`src/rtl/dac_mem_writer.sv`:
```
// Packs the serial stream into bytes and writes them checkerboard-style into eight 32x8 banks.
// Define DAC_LSB_FIRST_EN to pack LSB-first instead of MSB-first.
module dac_mem_writer #(
    parameter logic [7:0] FILL_VALUE = 8'h00
) (
    input  logic       clk,
    input  logic       reset,
    input  logic       so_data,
    input  logic       so_valid,
    input  logic       stream_end,
    output logic [7:0] oem_dataout,
    output logic [4:0] oem_addr,
    output logic       odd1_wr,
    output logic       odd2_wr,
    output logic       odd3_wr,
    output logic       odd4_wr,
    output logic       even1_wr,
    output logic       even2_wr,
    output logic       even3_wr,
    output logic       even4_wr,
    output logic       oem_finish
);

    typedef enum logic [2:0] {
        S_RECV,
        S_FLUSH,
        S_FILL_WR,
        S_FILL_GAP,
        S_DONE
    } state_t;

    state_t      r_state;
    state_t      w_next;
    logic [7:0]  r_shift;
    logic [2:0]  r_bit_cnt;
    logic [8:0]  r_byte_idx;
    logic [7:0]  r_data;
    logic [4:0]  r_addr;
    logic [3:0]  r_odd_wr;
    logic [3:0]  r_even_wr;
    logic        r_finish;

    logic        w_accept;
    logic        w_byte_done;
    logic [2:0]  w_bit_cnt_nx;
    logic [7:0]  w_shift_nx;
    logic [2:0]  w_pad;
    logic [7:0]  w_partial;
    logic        w_wr_en;
    logic [7:0]  w_wr_data;
    logic        w_odd;
    logic [3:0]  w_bank_sel;

    assign w_accept     = (r_state == S_RECV) && !r_byte_idx[8] && so_valid;
    assign w_byte_done  = w_accept && (r_bit_cnt == 3'd7);
    assign w_bit_cnt_nx = w_accept ? r_bit_cnt + 3'd1 : r_bit_cnt;
    assign w_pad        = 3'd0 - r_bit_cnt;

`ifdef DAC_LSB_FIRST_EN
    assign w_shift_nx = {so_data, r_shift[7:1]};
    assign w_partial  = r_shift >> w_pad;
`else
    assign w_shift_nx = {r_shift[6:0], so_data};
    assign w_partial  = r_shift << w_pad;
`endif

    // Checkerboard: odd bank when row and column parities match
    assign w_odd      = ~(r_byte_idx[3] ^ r_byte_idx[0]);
    assign w_bank_sel = 4'b0001 << r_byte_idx[7:6];

    always_ff @(posedge clk) begin
        if (reset) r_state <= S_RECV;
        else       r_state <= w_next;
    end

    always_comb begin
        w_next = r_state;
        unique case (r_state)
            S_RECV: begin
                if (r_byte_idx[8])
                    w_next = S_DONE;
                else if (stream_end)
                    w_next = (w_bit_cnt_nx != 3'd0) ? S_FLUSH : S_FILL_GAP;
            end
            S_FLUSH:    w_next = S_FILL_GAP;
            S_FILL_WR:  w_next = S_FILL_GAP;
            S_FILL_GAP: w_next = r_byte_idx[8] ? S_DONE : S_FILL_WR;
            S_DONE:     w_next = S_DONE;
            default:    w_next = S_RECV;
        endcase
    end

    always_comb begin
        w_wr_en   = 1'b0;
        w_wr_data = r_data;
        unique case (r_state)
            S_RECV: begin
                w_wr_en   = w_byte_done;
                w_wr_data = w_shift_nx;
            end
            S_FLUSH: begin
                w_wr_en   = 1'b1;
                w_wr_data = w_partial;
            end
            S_FILL_WR: begin
                w_wr_en   = 1'b1;
                w_wr_data = FILL_VALUE;
            end
            default: ;
        endcase
    end

    always_ff @(posedge clk) begin
        if (reset) begin
            r_shift    <= '0;
            r_bit_cnt  <= '0;
            r_byte_idx <= '0;
            r_data     <= '0;
            r_addr     <= '0;
            r_odd_wr   <= '0;
            r_even_wr  <= '0;
            r_finish   <= 1'b0;
        end else begin
            if (w_accept) begin
                r_shift   <= w_shift_nx;
                r_bit_cnt <= w_bit_cnt_nx;
            end
            if (r_state == S_FLUSH)
                r_bit_cnt <= '0;
            r_odd_wr  <= '0;
            r_even_wr <= '0;
            if (w_wr_en) begin
                r_byte_idx <= r_byte_idx + 9'd1;
                r_data     <= w_wr_data;
                r_addr     <= r_byte_idx[5:1];
                if (w_odd) r_odd_wr  <= w_bank_sel;
                else       r_even_wr <= w_bank_sel;
            end
            if (w_next == S_DONE)
                r_finish <= 1'b1;
        end
    end

    assign oem_dataout = r_data;
    assign oem_addr    = r_addr;
    assign odd1_wr     = r_odd_wr[0];
    assign odd2_wr     = r_odd_wr[1];
    assign odd3_wr     = r_odd_wr[2];
    assign odd4_wr     = r_odd_wr[3];
    assign even1_wr    = r_even_wr[0];
    assign even2_wr    = r_even_wr[1];
    assign even3_wr    = r_even_wr[2];
    assign even4_wr    = r_even_wr[3];
    assign oem_finish  = r_finish;

endmodule

```
`config.mk`:
```
export PLATFORM = sky130hd
export DESIGN_NAME = dac_mem_writer
export DESIGN_NICKNAME = d
export VERILOG_FILES = /design/src/rtl/dac_mem_writer.sv
export SDC_FILE = /design/constraint.sdc
export NUM_CORES = 1
export LEC_CHECK = 0
export ABC_AREA = 1
export CELL_PAD_IN_SITES_DETAIL_PLACEMENT = 1
export CELL_PAD_IN_SITES_GLOBAL_PLACEMENT = 1
export CORE_ASPECT_RATIO = 0.7
export CORE_MARGIN = 8
export CORE_UTILIZATION = 46
export CTS_CLUSTER_SIZE = 20
export DETAILED_ROUTE_END_ITERATION = 12
export DONT_BUFFER_PORTS = 1
export GPL_TIMING_DRIVEN = 0
export PLACE_DENSITY_LB_ADDON = 0.1
export SLEW_MARGIN = 30
export SYNTH_ARGS = -nofsm -noshare
export SYNTH_HDL_FRONTEND = slang
export SYNTH_SLANG_ARGS = --single-unit
export TNS_END_PERCENT = 5
```
`constraint.sdc`:
```
create_clock -name clk -period 2.25 [get_ports clk]
set_clock_uncertainty 0.2 [all_clocks]
set_input_delay 0.45 -clock clk [delete_from_list [all_inputs] [get_ports clk]]
set_output_delay 0.45 -clock clk [all_outputs]
set_load 0.03 [all_outputs]
```
==> flow_summary.toml <==
[synth]
synthArstFlopShare = 0
yosysWarnings = 0
synth_area_leaders = "dfxtp_1 42%, a21oi_1 7.7%, nand2_1 7.4%"
postSynthCellCount = 274
syn-num-nets = 283
synth_seq_area_share = 0.420
synth_area_leader_cell = "dfxtp_1"
synth-main-ff-cell = "dfxtp_1"
syn-cell-area_mm2 = 0.00214
synth_top_area_frac = 0.420
synth_seq_cells = 45
synth-edff-count = 0
syn-mean-instance-area_um2 = 7.83
yosysUniqueCellTypes = 34

[grt]
antenna_found_initial = 0
grt.overflow.total = 0
grt_max_degree = 14
grt_first_pass_wirelength_mm = 9.25
grt_pass1_vias = 1757
grt_use_total = 0.162

[timing]
rsz0062_at_grt = "false"
finalCritPeriodShare = 0.892
worst_slack_ns = 0.242
final_max_slew_viol_count = 0
finalSetupTns_ns = 0
setup_viol = 0
timing.fmax_ghz = 0.498
tightest_slew_ns = 0.500
min_period_ns = 2.01
holdWs_ns = 0.0851
hold_violations = 0
slew_headroom = 0.666

[drt]
drc = 0
antenna_left = 0
drtPass1Iterations = 5
drt_iter0_markers = 116
wire_per_inst_um = 16.5
vias_per_cell = 5.46
vias = 1840
wl_mm = 5.57

[finish]
area.sequential_um2 = 902
drive_above_1_share = 0.128
diodes = 0
multiInputGateArea_mm2 = 0.00105
fin_area_mm2 = 0.00230
nets = 290
fill_cells = 558
area_growth_pct = 7.12

[setup_path]
critPathTopFamily = "flip-flops"
critical_path_class = "flop to flop"
critPathBufInv = 2
worst_setup_path_end_kind = "flop"
cp.required_ns = 2.25
crit_fanout = 9
path_cells = "inv_1, ha_1, buf_2, mux2i_1, o22ai_1, nor2_1, nor2_1"
slowest_stage = "dfxtp_2"
worstPathArrival_ns = 2.01
cp-start-kind = "flop"
cpPeakStageDelay_ns = 0.40
critPathMostFrequentCell = "nor2_1"

[clock_tree]
cts_root_buf = "clkbuf_8"
cts_tree = "yes"
post_cts_resized = 0
hold_buffers = 0
clk-insertion-delay-late_ns = 0.30
numCtsBuffers = 5
cts_setup_buffers = 0
clk_pin_slew_ns = 0.08
h-tree-depth = 2
clock_sinks = 45
cts_buffer_depth = 2

[power]
switching_power_w = 0.00105
leakage_nw = 0.880
internal-power_w = 0.00143
p_seq_frac = 0.478
power_density_mw_per_mm2 = 1080
pwr-share-comb = 0.320
p_sw_frac = 0.424
p_clk_frac = 0.202
vdd_drop_max_v = 0.000603

[die]
initial_utilization = 0.487
num_io_pins = 27
core_mm2 = 0.00440
num_rows = 20
fp.dieH_um = 73.1
die-area_mm2 = 0.00714
die_w_um = 97.6

[run]
drv_cap = 0

[worst_hold_path]
hold_path.class = "input port to flop"

[status]
outcome = "complete, no violations"

[placement]
dpl.hpwl_mm = 4.32
placed_area_mm2 = 0.00221
place_ws_ns = 0.193
gp_congestion = 0.882
portBuffers = 0
## through the flow
| stage | util | instances | total power, W |
|---|---|---|---|
| 2_1_floorplan | - | 274 | 0.00180 |
| 3_3_place_gp | 0.503 | 329 | 0.00198 |
| 3_5_place_dp | 0.503 | 329 | 0.00200 |
| 4_1_cts | 0.521 | 337 | 0.00250 |
| 5_1_grt | 0.522 | 337 | 0.00264 |
| 6_report | 0.522 | 337 | 0.00248 |
## worst paths after layout
kind | start | endpoint | slack, ns | depth (start not counted)
setup / recovery | r_bit_cnt[0]$_SDFFE_PP0P_ | oem_dataout[7]$_SDFFE_PP0P_ | 0.24 | 7
hold / removal | stream_end | r_state[0]$_SDFF_PP0_ | 0.09 | 2
setup reg to reg | r_bit_cnt[0]$_SDFFE_PP0P_ | oem_dataout[7]$_SDFFE_PP0P_ | 0.24 | 7
hold reg to reg | r_byte_idx[4]$_SDFFE_PP0P_ | r_byte_idx[4]$_SDFFE_PP0P_ | 0.32 | 2
## cells in the mapped netlist, drive strengths merged (2+ instances only)
master	number
a211oi	3
dfxtp	45
clkbuf	3
o22ai	2
nand4	5
xor2	4
inv	26
xnor2	2
nor2	36
nand2	46
o21ai	35
nand3	6
buf	8
a21oi	35
nor3	11
ha	4
## cells in the final DEF, fill, tap and decap left out, drive strengths merged
cell type	instances
a211oi	3
a21oi	35
a31oi	1
buf	8
clkbuf	9
clkinv	2
dfxtp	45
ha	4
inv	26
mux2i	1
nand2	46
nand3	6
nand4	5
nor2	36
nor3	11
o21ai	35
o221ai	1
o22ai	2
xnor2	2
xor2	4
## power groups by stage
stage                     clock (W)  combinational, W  sequential [W]
final                      0.000501          0.000796         0.00119
after global routing       0.000535          0.000890         0.00121
after CTS                  0.000508          0.000799         0.00119
after detailed placement          0          0.000795         0.00121
after global placement            0          0.000777         0.00121
after floorplan                   0          0.000628         0.00117
## per-layer routing
metal / global-route usage / up-vias / share of wire
met5: 0 / - / 0
met4: 0.0502 / 0 / 0.012
met3: 0.0558 / 7 / 0.072
met2: 0.222 / 38 / 0.40
met1: 0.227 / 869 / 0.51
li1: - / 926 / -
## area by class of cell
cell class,count,share of cell area
Clock inverter,2,0.00436
Sequential cell,45,0.393
Inverter,26,0.0458
Multi-Input combinational cell,192,0.458
Buffer,11,0.0376
Clock buffer,6,0.0316
Tap cell,55,0.0300
## cells by family after synthesis
logic type,share of synthesized area
xor gates and xnor gates,0.0245
adders and majority gates,0.0233
AOI/OAI and AO/OA,0.207
buffers and inverters,0.0893
DFF,0.420
and+or+nand+nor,0.231
muxes,0.00467
## registers in the layout, indices dropped and copies added, names as in the netlist
register and cells:
oem_addr 5, oem_dataout 8, oem_finish 1, r_bit_cnt 3, r_byte_idx 9, r_even_wr 4
r_odd_wr 4, r_shift 8, r_state 3
Note: power is estimated with default switching activity, not from simulation.
